==> src/rtl/mac_stream.sv <==
// Streaming multiply-accumulate engine: one coef/sample pair per handshake,
// TAPS products summed into one result with optional saturation and overflow flag.
//
// state | meaning
// IDLE  | tap_cnt = 0, next accepted pair opens a new group
// RUN   | part of a group accepted, tap_cnt counts accepted pairs
module mac_stream #(
  parameter int DATA_WIDTH = 8,
  parameter int TAPS       = 8,
  parameter int ACC_WIDTH  = 2*DATA_WIDTH+3,
  parameter bit SIGNED     = 1'b0,
  parameter bit SATURATE   = 1'b0
) (
  input  logic                  clock,
  input  logic                  reset_n,
  input  logic                  clear,
  input  logic [DATA_WIDTH-1:0] coef,
  input  logic [DATA_WIDTH-1:0] sample,
  input  logic                  in_valid,
  output logic                  in_ready,
  output logic [ACC_WIDTH-1:0]  y,
  output logic                  ovf,
  output logic                  out_valid,
  input  logic                  out_ready
);

  localparam int PW  = 2*DATA_WIDTH;
  localparam int EW  = ACC_WIDTH+1;
  localparam int CW  = (TAPS > 2) ? $clog2(TAPS) : 1;

  typedef enum logic {IDLE, RUN} state_t;

  state_t               state_q, state_d;
  logic [CW-1:0]        tap_cnt_q, tap_cnt_d;
  logic                 accept, is_first, is_last;

  logic [PW-1:0]        coef_x, sample_x, prod;
  logic [PW-1:0]        p_q;
  logic                 s1_valid_q, s1_first_q, s1_last_q;

  logic [ACC_WIDTH-1:0] acc_q, acc_d;
  logic                 ovf_run_q, ovf_run_d;
  logic [EW-1:0]        p_ext, acc_ext, base, sum;
  logic                 ovf_now;
  logic [ACC_WIDTH-1:0] y_q, sat_max, sat_min;
  logic                 ovf_q, out_valid_q;

  assign in_ready  = !clear && (!out_valid_q || out_ready);
  assign accept    = in_valid && in_ready;
  assign is_first  = (tap_cnt_q == '0);
  assign is_last   = (tap_cnt_q == CW'(TAPS-1));

  assign y         = y_q;
  assign ovf       = ovf_q;
  assign out_valid = out_valid_q;

  always_ff @(posedge clock or negedge reset_n) begin
    if (!reset_n) begin
      state_q   <= IDLE;
      tap_cnt_q <= '0;
    end else begin
      state_q   <= state_d;
      tap_cnt_q <= tap_cnt_d;
    end
  end

  always_comb begin
    state_d   = state_q;
    tap_cnt_d = tap_cnt_q;
    if (clear) begin
      state_d   = IDLE;
      tap_cnt_d = '0;
    end else if (accept) begin
      if (is_last) begin
        state_d   = IDLE;
        tap_cnt_d = '0;
      end else begin
        state_d   = RUN;
        tap_cnt_d = tap_cnt_q + CW'(1);
      end
    end
  end

  // Extending to full product width first lets one unsigned multiply serve both signednesses.
  assign coef_x   = SIGNED ? {{DATA_WIDTH{coef[DATA_WIDTH-1]}}, coef}
                           : {{DATA_WIDTH{1'b0}}, coef};
  assign sample_x = SIGNED ? {{DATA_WIDTH{sample[DATA_WIDTH-1]}}, sample}
                           : {{DATA_WIDTH{1'b0}}, sample};
  assign prod     = coef_x * sample_x;

  always_ff @(posedge clock or negedge reset_n) begin
    if (!reset_n) begin
      p_q        <= '0;
      s1_valid_q <= 1'b0;
      s1_first_q <= 1'b0;
      s1_last_q  <= 1'b0;
    end else if (clear) begin
      s1_valid_q <= 1'b0;
    end else begin
      s1_valid_q <= accept;
      if (accept) begin
        p_q        <= prod;
        s1_first_q <= is_first;
        s1_last_q  <= is_last;
      end
    end
  end

  assign p_ext   = SIGNED ? {{(EW-PW){p_q[PW-1]}}, p_q} : {{(EW-PW){1'b0}}, p_q};
  assign acc_ext = SIGNED ? {acc_q[ACC_WIDTH-1], acc_q} : {1'b0, acc_q};
  assign base    = s1_first_q ? '0 : acc_ext;
  assign sum     = base + p_ext;
  assign ovf_now = SIGNED ? (sum[EW-1] ^ sum[EW-2]) : sum[EW-1];
  assign sat_max = SIGNED ? {1'b0, {(ACC_WIDTH-1){1'b1}}} : {ACC_WIDTH{1'b1}};
  assign sat_min = SIGNED ? {1'b1, {(ACC_WIDTH-1){1'b0}}} : {ACC_WIDTH{1'b0}};

  always_comb begin
    acc_d     = sum[ACC_WIDTH-1:0];
    ovf_run_d = s1_first_q ? ovf_now : (ovf_run_q | ovf_now);
    if (ovf_now && SATURATE) begin
      // Bit EW-1 carries the true sign of the unclamped sum.
      acc_d = (SIGNED && sum[EW-1]) ? sat_min : sat_max;
    end
  end

  always_ff @(posedge clock or negedge reset_n) begin
    if (!reset_n) begin
      acc_q       <= '0;
      ovf_run_q   <= 1'b0;
      y_q         <= '0;
      ovf_q       <= 1'b0;
      out_valid_q <= 1'b0;
    end else if (clear) begin
      acc_q       <= '0;
      ovf_run_q   <= 1'b0;
      out_valid_q <= 1'b0;
    end else begin
      if (s1_valid_q) begin
        acc_q     <= acc_d;
        ovf_run_q <= ovf_run_d;
      end
      if (s1_valid_q && s1_last_q) begin
        y_q         <= acc_d;
        ovf_q       <= ovf_run_d;
        out_valid_q <= 1'b1;
      end else if (out_valid_q && out_ready) begin
        out_valid_q <= 1'b0;
      end
    end
  end

endmodule
==> config.mk <==
export PLATFORM = sky130hd
export DESIGN_NAME = mac_stream
export DESIGN_NICKNAME = d
export VERILOG_FILES = /design/src/rtl/mac_stream.sv
export SDC_FILE = /design/constraint.sdc
export NUM_CORES = 1
export LEC_CHECK = 0
export CORE_MARGIN = 2
export CORE_UTILIZATION = 45
export CTS_CLUSTER_DIAMETER = 30
export CTS_CLUSTER_SIZE = 25
export DETAILED_ROUTE_END_ITERATION = 10
export MAX_ROUTING_LAYER = met4
export PLACE_DENSITY_LB_ADDON = 0.25
export SLEW_MARGIN = 20
export SYNTH_ARGS = -nofsm -noshare
export SYNTH_HDL_FRONTEND = slang
export SYNTH_SLANG_ARGS = --single-unit
==> constraint.sdc <==
create_clock -name clock -period 3 [get_ports clock]
set_input_delay 0.9 -clock clock [delete_from_list [all_inputs] [get_ports clock]]
set_output_delay 0.9 -clock clock [all_outputs]
set_load 0.03 [all_outputs]
Word-level counts from Yosys, hierarchy flattened
Index checks and enable logic that the tools add are counted.
{"block": "op_classes", "n_addsub": 2, "n_bitwise": 2, "shift": 0, "reduce_logical": 13, "muxes": 13, "mul": 1, "n_eq_ne": 1, "magnitude_cmp": 0, "div_mod_pow": 0}
{"op": "$mux W19", "n": 3}
{"op": "$add A19 B16 Y20", "n": 1}
{"op": "$mul A8 B8 Y16", "n": 1}
{"op": "$mux W3", "n": 3}
{"op": "$mux W1", "n": 7}
{"op": "$logic_and A1 B1 Y1", "n": 4}
{"op": "$reduce_and A2 Y1", "n": 2}
{"op": "$reduce_bool A2 Y1", "n": 2}
{"op": "$add A3 B1 Y3 const B", "n": 1}
{"op": "$eq A3 B3 Y1 const B", "n": 1}
{"op": "$logic_not A3 Y1", "n": 1}
{"op": "$reduce_bool A3 Y1", "n": 1}
{"op": "$logic_not A1 Y1", "n": 2}
{"op": "$logic_or A1 B1 Y1", "n": 1}
{"op": "$not A1 Y1", "n": 1}
{"op": "$or A1 B1 Y1", "n": 1}
{"block": "word_totals", "register_bits": 63, "ramBits": 0, "word_cells": 42, "in_bits": 21, "output_inout_bits": 22, "romBits": 0, "latchBits": 0, "memories": 0}

Depth between registers and ports, before layout
{"block": "depth", "ltp_word": 6, "mapped_depth": 16}

Least setup slack after synthesis
OpenSTA, ideal clock, no wires.
{"block": "synth_path", "path_kind": "input port to flip-flop", "startpoint": "input coef[0]", "endpoint": "register p_q[15]", "path_stages": 15, "slack_ns": -1.611, "n_path_buf": 0, "t_arrival_ns": 4.476, "path_cell_list": "nand2_1 -> fa_1 -> fa_1 -> inv_1 -> fa_1 -> inv_1 -> fa_1 -> inv_1 -> ha_1 -> o21a_1 -> o31a_1 -> o41ai_1 -> a221oi_1 -> xnor2_1 -> o21ai_0"}
{"block": "synth_between", "elab_chain_len": 1}
{"item": "start, declared", "line": "17", "rtl": "input logic [DATA_WIDTH-1:0] coef,"}
{"item": "$mul A8 B8 Y16", "line": "89", "rtl": "assign prod = coef_x * sample_x;"}
{"item": "end signal, assigned", "line": "102", "rtl": "p_q <= prod;"}
{"item": "end, declared", "line": "38", "rtl": "logic [PW-1:0] p_q;"}
Every way passes these cells.
A chain may end at the register's enable or synchronous reset.

Worst setup path after layout
{"block": "layout_path", "startpoint": "input coef[3]", "endpoint": "register p_q[13]"}
The elaborated chain is that of the path after synthesis.

==> impl_metrics.env <==
export IMPL_n_antenna_cell=0
export IMPL_clk_pin_slew_ns=0.05
export IMPL_yosysSeqAreaShare_pct=27.5
export IMPL_dr_pass1_iters=4
export IMPL_worstHoldEndpoint="y[0]"
export IMPL_rsz0062_at_grt="true"
export IMPL_syn_avg_cell_area_um2=8.98
export IMPL_htreeDepth=3
export IMPL_yosys_warnings=0
export IMPL_final_antenna_net_count=0
export IMPL_seqPwrFrac_pct=22.1
export IMPL_tightestPinTransition_ns=0.702
export IMPL_pwr_share_comb_pct=55.8
export IMPL_critPathArrivalTime_ns=4.51
export IMPL_hpwlAfterDp_mm=9.96
export IMPL_wl_per_cell_um=14.1
export IMPL_die_h_um=117
export IMPL_r2r_slack_ns=0.23
export IMPL_cp_required_ns=3.20
export IMPL_switchingPower_mw=1.89
export IMPL_synth_seq_cells=63
export IMPL_cts_buffer_depth=2
export IMPL_setup_viol=12
export IMPL_synth_ff_type="dfrtp_1"
export IMPL_syn_area_um2=5730
export IMPL_vias=4695
export IMPL_slew_headroom_pct=53.2
export IMPL_gp_congestion=0.919
export IMPL_fill_cells=1148
export IMPL_p_per_area_nw_per_um2=681
export IMPL_fin_hold_ws_ns=0.469
export IMPL_leakage_nw=3.53
export IMPL_drv_cap=0
export IMPL_drtIter0Drc=210
export IMPL_intPower_mw=3.16
export IMPL_skew_ns=0.00724
export IMPL_fp_dieArea_um2=13700
export IMPL_hold_viol=0
export IMPL_worstHoldStart="y[0]"
export IMPL_ios=43
export IMPL_drc=0
export IMPL_clockRootBuffer="clkbuf_16"
export IMPL_fp_dieW_um=117
export IMPL_setup_tns_ns=-11.61
export IMPL_io_buffers=42
export IMPL_irDropWorstVdd_v=0.000306
export IMPL_clkPwrFrac_pct=22.1
export IMPL_vias_per_cell=5.17
export IMPL_cp_end_kind="flip-flop"
export IMPL_start_util_pct=45.8
export IMPL_core_um2=12500
export IMPL_row_count=41
export IMPL_violations="negative setup slack"
export IMPL_min_period_ns=4.30
export IMPL_grt_max_degree=34
export IMPL_rr_worst_depth=9
export IMPL_synth_edf_count=0
export IMPL_clock_sinks=63
export IMPL_min_path_type="flip-flop to flip-flop"
export IMPL_slew_violations=0
export IMPL_antenna_found_initial=0
export IMPL_cp_start_kind="input pin"
export IMPL_postSynthCellCount=638
export IMPL_grt_pass1_wl_mm=21.4
export IMPL_wl_mm=12.8
export IMPL_drive_above_1_share_pct=22.7
export IMPL_rr_startpoint="s1_first_q"
export IMPL_hold_depth=2
export IMPL_fmax_mhz=232
export IMPL_path_class="input pin to flip-flop"
export IMPL_synthArstFlopShare_pct=100
export IMPL_layout_common_cells="nand2_1, dfrtp_1, buf_4"
export IMPL_cp_max_fo=4
export IMPL_period_share_pct=143
export IMPL_grt_ovfl_total=0
export IMPL_timing_rr_end="acc_q[18]"
export IMPL_final_nets=844
export IMPL_status="finished with violations"
export IMPL_synth_cell_types=67
export IMPL_grt_pass1_vias=4696
export IMPL_final_common_cell="nand2_1"
export IMPL_cts_hold_buf=0
export IMPL_worstSkewPairLatency_ns=0.33
export IMPL_cts_tree="done"
export IMPL_syn_to_final_growth_pct=29.3
export IMPL_syn_nets=751
export IMPL_track_usage_pct=20.2
export IMPL_cts_made_buffers=9
export IMPL_setup_ws_ns=-1.30
export IMPL_swShare_pct=37.4
## synthesized netlist by cell type, drive strengths merged, types with 2 or more instances
cell,n,share of area (%)
nand2b,8,0.87
xor2,7,1.1
o22ai,3,0.33
nor4,3,0.44
a211o,2,0.31
o31a,3,0.48
o311ai,2,0.31
ha,55,12
o31ai,4,0.52
o211ai,4,0.52
or3b,2,0.31
nor3,12,1.1
o21bai,4,0.59
mux2i,6,1.0
fa,37,13
nand4,4,0.44
and2,52,5.7
and3,3,0.33
a21o,9,1.2
or2,5,0.55
buf,6,0.81
or3,3,0.33
a31oi,4,0.44
mux2,2,0.39
nand3b,2,0.26
a211oi,13,2.0
a21oi,23,2.1
clkbuf,16,1.1
o21ai,35,3.1
inv,58,3.8
nor2,34,2.2
nor3b,2,0.26
o21a,11,1.4
nor2b,20,2.2
a311o,2,0.35
nand3,5,0.44
dfrtp,63,28
xnor2,13,2.0
nand2,86,5.6
## state kept, by name (all words and copies together) (netlist names), 3 cells and up
signal and count:
tap_cnt_q 3, y 19, acc_q 19, p_q 16
## worst max-delay path by stage
stage | from | end | slack [ns] | cells past startpoint
3_3_place_gp | sample[5] | p_q[15] | -2.08 | 16
4_1_cts | coef[3] | p_q[15] | -1.32 | 16
5_1_grt | coef[3] | p_q[13] | -1.40 | 17
6_report | coef[3] | p_q[13] | -1.30 | 17
2_1_floorplan | sample[2] | p_q[15] | -1.33 | 14
3_5_place_dp | sample[5] | p_q[15] | -2.24 | 16
## power by group through the flow
stage	clock network, mW	registers, mW	logic [mW]
after CTS	1.13	1.11	2.62
after global placement	0	1.12	2.32
final	1.12	1.11	2.81
after global routing	1.17	1.13	3.12
after floorplan	0	1.18	1.58
after detailed placement	0	1.12	2.38
## logic make-up after synthesis
group,Yosys count,synth area share [%]
buffers and inverters,80,5.72
xor gates and xnor gates,20,3.06
muxes,8,1.44
DFF,63,27.5
AOI/OAI and AO/OA,129,15.5
adders and majority gates,92,24.9
and+or+nand+nor,246,21.8
## critical path, stage by stage
cell	delay [ns]
buf_8	0.10
buf_6	0.11
and2_4	0.13
fa_2	0.39
fa_1	0.50
inv_2	0.04
fa_1	0.46
fa_1	0.50
inv_2	0.05
ha_4	0.21
o21a_1	0.17
o31a_1	0.15
o41ai_4	0.33
buf_4	0.19
a21oi_2	0.05
xnor2_1	0.15
o21ai_1	0.07
## what timing repair did
item | 4_1_cts | 5_1_grt
endpoints found under the setup margin | 13 | 12
resized for setup | 89 | 59
pin swaps | 34 | 36
setup buffers | 6 | 3
hold endpoints to repair | 0 | 0
## metrics by stage
step	worst slack [ns]	power (mW)	instances	cell area, µm²	util, %
after global placement	-2.08	3.44	886	6810	54.4
after global routing	-1.40	5.42	908	7410	59.2
after CTS	-1.32	4.86	908	7230	57.7
after floorplan	-1.33	2.75	638	5860	-
after detailed placement	-2.24	3.51	886	6810	54.4
final	-1.30	5.04	908	7410	59.2
## per-layer routing
layer	global-route usage (%)	vias to the layer above	share of wire, %
met5	-	-	0
met1	24.3	2234	45
met4	6.12	0	1.5
met3	3.04	16	3.2
li1	-	2350	-
met2	35.1	95	51
## cell type report
cell class / instances / area (µm²) / area share [%]
multi-input combinational: 495 / 4130 / 55.8
sequential: 63 / 1580 / 21.3
timing repair buffer: 104 / 938 / 12.7
clock buffer: 13 / 260 / 3.51
inverter: 58 / 218 / 2.94
tap: 172 / 215 / 2.91
clock inverter: 3 / 65.1 / 0.878
Note: power is estimated with default switching activity, not from simulation.
